`config.mk`:
```
export PLATFORM = sky130hd
export DESIGN_NAME = alu64bit_issue_seq
export DESIGN_NICKNAME = d
export VERILOG_FILES = /design/src/rtl/alu_seq_pkg.sv /design/src/rtl/alu64bit_issue_seq.sv
export SDC_FILE = /design/constraint.sdc
export NUM_CORES = 1
export LEC_CHECK = 0
export ABC_AREA = 1
export ABC_CLOCK_PERIOD_IN_PS = 3340
export CAP_MARGIN = 5
export CORE_AREA = 5 5 154 156
export CTS_CLUSTER_DIAMETER = 50
export DETAILED_ROUTE_END_ITERATION = 10
export DIE_AREA = 0 0 159 161
export PLACE_DENSITY = 0.7
export SLEW_MARGIN = 20
export SYNTH_ARGS = -nofsm -noshare
export SYNTH_HDL_FRONTEND = slang
export SYNTH_SLANG_ARGS = --single-unit
```
`constraint.sdc`:
```
create_clock -name clk -period 3.34 [get_ports clk]
set_clock_uncertainty 0.15 [all_clocks]
set_input_delay 0.334 -clock clk [delete_from_list [all_inputs] [get_ports clk]]
set_output_delay 0.334 -clock clk [all_outputs]
set_load 0.01 [all_outputs]
```
`src/rtl/alu_seq_pkg.sv`:
```
// Shared types and constants for the alu64bit issue/capture sequencer.
package alu_seq_pkg;

  typedef enum logic [1:0] {
    IDLE,
    SETTLE,
    DONE
  } state_t;

  localparam int unsigned OP_W      = 2;
  localparam int unsigned DEF_WIDTH = 64;

endpackage

```
`src/rtl/alu64bit_issue_seq.sv`:
```
// Registers a request onto the ALU inputs, holds them for SETTLE_CYCLES while the
// ripple chain resolves, then captures s/cout behind a valid/ready response port.
module alu64bit_issue_seq
  import alu_seq_pkg::*;
#(
  parameter int unsigned WIDTH         = DEF_WIDTH,
  parameter int          SETTLE_CYCLES = 4
) (
  input  logic             clk,
  input  logic             rst_n,
  input  logic             req_valid,
  output logic             req_ready,
  input  logic [WIDTH-1:0] req_a,
  input  logic [WIDTH-1:0] req_b,
  input  logic [OP_W-1:0]  req_op,
  input  logic             req_cin,
  input  logic             req_chain,
  input  logic             flag_clr,
  output logic             rsp_valid,
  input  logic             rsp_ready,
  output logic [WIDTH-1:0] rsp_s,
  output logic             rsp_cout,
  output logic [WIDTH-1:0] alu_a,
  output logic [WIDTH-1:0] alu_b,
  output logic [OP_W-1:0]  alu_op,
  output logic             alu_cin,
  input  logic [WIDTH-1:0] alu_s,
  input  logic             alu_cout,
  output logic             busy
);

  localparam int CNT_W = (SETTLE_CYCLES < 1) ? 1 : $clog2(SETTLE_CYCLES + 1);
  localparam logic [CNT_W-1:0] CNT_LOAD = CNT_W'(SETTLE_CYCLES - 1);

  if (SETTLE_CYCLES < 1) begin : g_bad_settle
    $error("alu64bit_issue_seq: SETTLE_CYCLES must be >= 1");
  end

  state_t           state;
  logic [CNT_W-1:0] cnt;
  logic             carry_flag;
  logic             accept;
  logic             capture;

  always_comb begin
    req_ready = 1'b0;
    case (state)
      IDLE:    req_ready = 1'b1;
      DONE:    req_ready = rsp_ready;
      default: req_ready = 1'b0;
    endcase
  end

  assign accept  = req_valid && req_ready;
  assign capture = (state == SETTLE) && (cnt == '0);
  assign busy    = (state != IDLE);

  // Operand registers feed the ALU directly; they move only on an accept edge.
  always_ff @(posedge clk or negedge rst_n) begin
    if (!rst_n) begin
      alu_a   <= '0;
      alu_b   <= '0;
      alu_op  <= '0;
      alu_cin <= 1'b0;
    end else if (accept) begin
      alu_a   <= req_a;
      alu_b   <= req_b;
      alu_op  <= req_op;
      alu_cin <= req_chain ? carry_flag : req_cin;
    end
  end

  // Capture takes priority over a coincident clear; a chained accept on the
  // same edge has already sampled the pre-clear value above.
  always_ff @(posedge clk or negedge rst_n) begin
    if (!rst_n) begin
      carry_flag <= 1'b0;
    end else if (capture) begin
      carry_flag <= alu_cout;
    end else if (flag_clr) begin
      carry_flag <= 1'b0;
    end
  end

  always_ff @(posedge clk or negedge rst_n) begin
    if (!rst_n) begin
      state     <= IDLE;
      cnt       <= '0;
      rsp_valid <= 1'b0;
      rsp_s     <= '0;
      rsp_cout  <= 1'b0;
    end else begin
      case (state)
        IDLE: begin
          if (accept) begin
            cnt   <= CNT_LOAD;
            state <= SETTLE;
          end
        end
        SETTLE: begin
          if (cnt == '0) begin
            rsp_s     <= alu_s;
            rsp_cout  <= alu_cout;
            rsp_valid <= 1'b1;
            state     <= DONE;
          end else begin
            cnt <= cnt - 1'b1;
          end
        end
        DONE: begin
          if (rsp_ready) begin
            rsp_valid <= 1'b0;
            if (req_valid) begin
              cnt   <= CNT_LOAD;
              state <= SETTLE;
            end else begin
              state <= IDLE;
            end
          end
        end
        default: state <= IDLE;
      endcase
    end
  end

endmodule

```
==> results.cfg <==
[power_and_ir_drop]
clkPwrFrac_pct = 22.8
p_int_w = 0.008402
ir_drop_v = 0.0005534
power_switching_w = 0.004554
p_leak_nw = 6.402
netSwitchingFraction_pct = 35.15
p_comb_share_pct = 43.9
power.density_nw_per_um2 = 994.0
seqPwrFrac_pct = 33.3

[worst_hold_path]
holdPathStages = 3
holdCritPathClass = primary input to register
hold_start = req_a[42]
min_to = alu_a[42]$_DFFE_PN0P_

[timing]
rsz0062_at_grt = no
fin_crit_sh_pct = 67.58
slew_violations = 0
worst_slew_pin_slew_ps = 778.0
fin_tns_setup_ps = 0
period_minus_slack_ps = 2257
finalSetupViolations = 0
maxSlewHeadroom_pct = 48.13
clock.fmax_ghz = 0.4431
final_hold_viol_count = 0

[floorplanning]
core-area_um2 = 22230
start_util_pct = 35.25
die_w_um = 159
io_pins = 401
rows = 55
fp.dieH_um = 161
die-area_um2 = 25600

[setup_path]
cp_slowest_cell = clkdlybuf4s50_1
worstReg2RegEnd = rsp_s[43]$_DFFE_PN0P_
crit_chain = nand2_1 > inv_1 > nor2_1 > clkdlybuf4s50_1
crit_required_ps = 2860
r2r_cells = 7
crit_arrival_ps = 1770
slowest_delay_ps = 540
path_class = register to output port
cp_max_fo = 3
r2r-start = cnt[0]$_DFFE_PN0P_
cp-start-kind = register
endpoint_kind = output port
regToRegSetupSlack_ps = 1320
crit_start = state[1]$_DFFE_PN0P_

[final_layout]
area_delta_synth_final_pct = 66.35
stdcell_count = 1585
drive_gt1_share_pct = 4.846
fin_nets = 1484
n_antenna_cell = 0

[outcome]
status = finished, final reports clean

[logic_synthesis]
netlist.area_leader.share_pct = 64.84
ys.flop_type = dfrtp_1
synthArstFlopShare_pct = 100.0
synth_top_area_cell = dfrtp_1
synth_area_um2 = 7835
syn_inst = 888
synthSimpleGateAreaFrac_pct = 30.85
synthXorXnorAreaFrac_pct = 0
synth_mux_area_share_pct = 0
synth_top_family_by_area = simple AND/OR/NAND/NOR gates
synth.most_common_cell = nand2_1
ys_top_cells_by_area = dfrtp_1, nand2_1, nand3_1
seq_area_frac_synth_pct = 64.84
yosysWarnings = 0
ys_top_cells_by_count = nand2_1, dfrtp_1, nand3_1
ys_ff_latch = 203
avgSynthCellArea_um2 = 8.823
synth_adder_area_share_pct = 0.3194
synth-edff-count = 0
synth-compound-area-share_pct = 0.1916
synth.net_count = 1092
synth_cell_type_count = 16

[routing]
via_per_inst = 4.566
drtIter0Drc = 426
routed_wl_mm = 26.30
antenna_left = 0
vias = 7237
firstDrtPassIters = 5
post-route-drc-count = 0
wl_per_cell_um = 16.59

[placement]
place.gp.congestion = 0.8092
io_buffers = 400
dp.cells = 1536
dpl.hpwl_mm = 18.41

[clock_tree]
clk_pin_slew_worst_paths_ps = 60
cts_resized = 0
clock_latency_ps = 510
cts.sinks = 203
root_buffer = clkbuf_16
cts_max_level = 1
clockBufferDepth = 3
cts_tree = done
tritoncts.num_buffers = 26

[grt]
grt_use_total_pct = 19.78
antenna_found_initial = 0
grt_overflow_total = 0
grt_max_degree = 135
grt_pass1_wl_mm = 41.73
grt_pass1_vias = 7450

[job]
maxCapViolations = 0
layer usage:
metal,vias to the layer above,share of wire (%),track usage (%)
met3,50,10,7.629
li1,3502,-,-
met5,-,0,0
met2,323,48,33.08
met4,0,2.8,5.739
met1,3362,39,23.93
worst max-delay path: cells and delay by family, from the launching register on:
family / cells / cell delay, ps
DFF: 1 / 420
and+or+nand+nor: 2 / 250
buffers and inverters: 2 / 590
cells by family after synthesis:
family / count (synthesis)
compound gates: 3
fa+ha+maj: 2
buf+inv: 63
flops: 203
simple gates: 617
repair_timing:
| item | 4_1_cts | 5_1_grt |
|---|---|---|
| endpoints found under the hold margin | 80 | 0 |
| setup buffers | 0 | 0 |
| hold buffers | 1 | 0 |
flip-flops by register name (all words and copies together), names as in the netlist:
name and count:
alu_op 2, rsp_valid 1, carry_flag 1, alu_cin 1
rsp_s 64, alu_b 64, state 2, cnt 3
rsp_cout 1, alu_a 64
power groups by stage:
stage / Sequential (W) / Combinational [W] / Clock [W]
finish: 0.00432 / 0.00569 / 0.00295
global route: 0.00447 / 0.00625 / 0.00315
CTS: 0.00433 / 0.00580 / 0.00303
detailed placement: 0.00433 / 0.00577 / 0
global placement: 0.00431 / 0.00569 / 0
floorplan: 0.00485 / 0.00189 / 0
worst max-delay path by stage:
stage                                  endpoint  slack (ps)
after floorplan           rsp_s[45]$_DFFE_PN0P_        1780
after global placement                req_ready        1200
after detailed placement     cnt[1]$_DFFE_PN0P_        1200
after CTS                             req_ready        1060
after global routing                  req_ready         970
final                                 req_ready        1080
metrics by stage:
| stage | power, W | hold slack, ps | setup slack [ps] | util, % | instance area (um^2) |
|---|---|---|---|---|---|
| global route | 0.01388 | 183.8 | 967.1 | 58.64 | 13030 |
| floorplan | 0.006741 | -111.6 | 1779 | - | 7835 |
| finish | 0.01296 | 202.6 | 1083 | 58.64 | 13030 |
| global placement | 0.009995 | 288.9 | 1199 | 54.42 | 12100 |
| CTS | 0.01316 | 178.4 | 1055 | 58.64 | 13030 |
| detailed placement | 0.01010 | 296.3 | 1197 | 54.42 | 12100 |
cells in the final DEF (no fill, tap or decap):
master | Yosys | layout
nand2_4 | 0 | 1
clkinvlp_4 | 0 | 1
buf_4 | 5 | 9
clkbuf_1 | 6 | 4
buf_12 | 0 | 3
dlygate4sd3_1 | 0 | 1
clkinv_4 | 0 | 4
clkbuf_16 | 0 | 27
inv_4 | 0 | 1
nand2_2 | 2 | 1
nor3_1 | 1 | 1
bufinv_16 | 0 | 5
nand3_1 | 67 | 67
o21ai_0 | 3 | 3
clkinv_2 | 0 | 6
dfrtp_1 | 203 | 203
clkbuf_8 | 0 | 2
ha_1 | 2 | 2
inv_1 | 12 | 12
clkdlybuf4s50_1 | 0 | 399
nand2_1 | 541 | 541
nor2_1 | 4 | 3
inv_2 | 2 | 1
nor2_4 | 1 | 2
nand3b_1 | 1 | 1
final cells by class:
class / count / area, um^2
Fill cell: 1926 / 9194
Sequential cell: 203 / 5080
Timing Repair Buffer: 413 / 4145
Multi-Input combinational cell: 622 / 2470
Clock buffer: 32 / 704.4
Tap cell: 285 / 356.6
Clock inverter: 16 / 222.7
Inverter: 14 / 55.05
(Power assumes the default switching activity.)
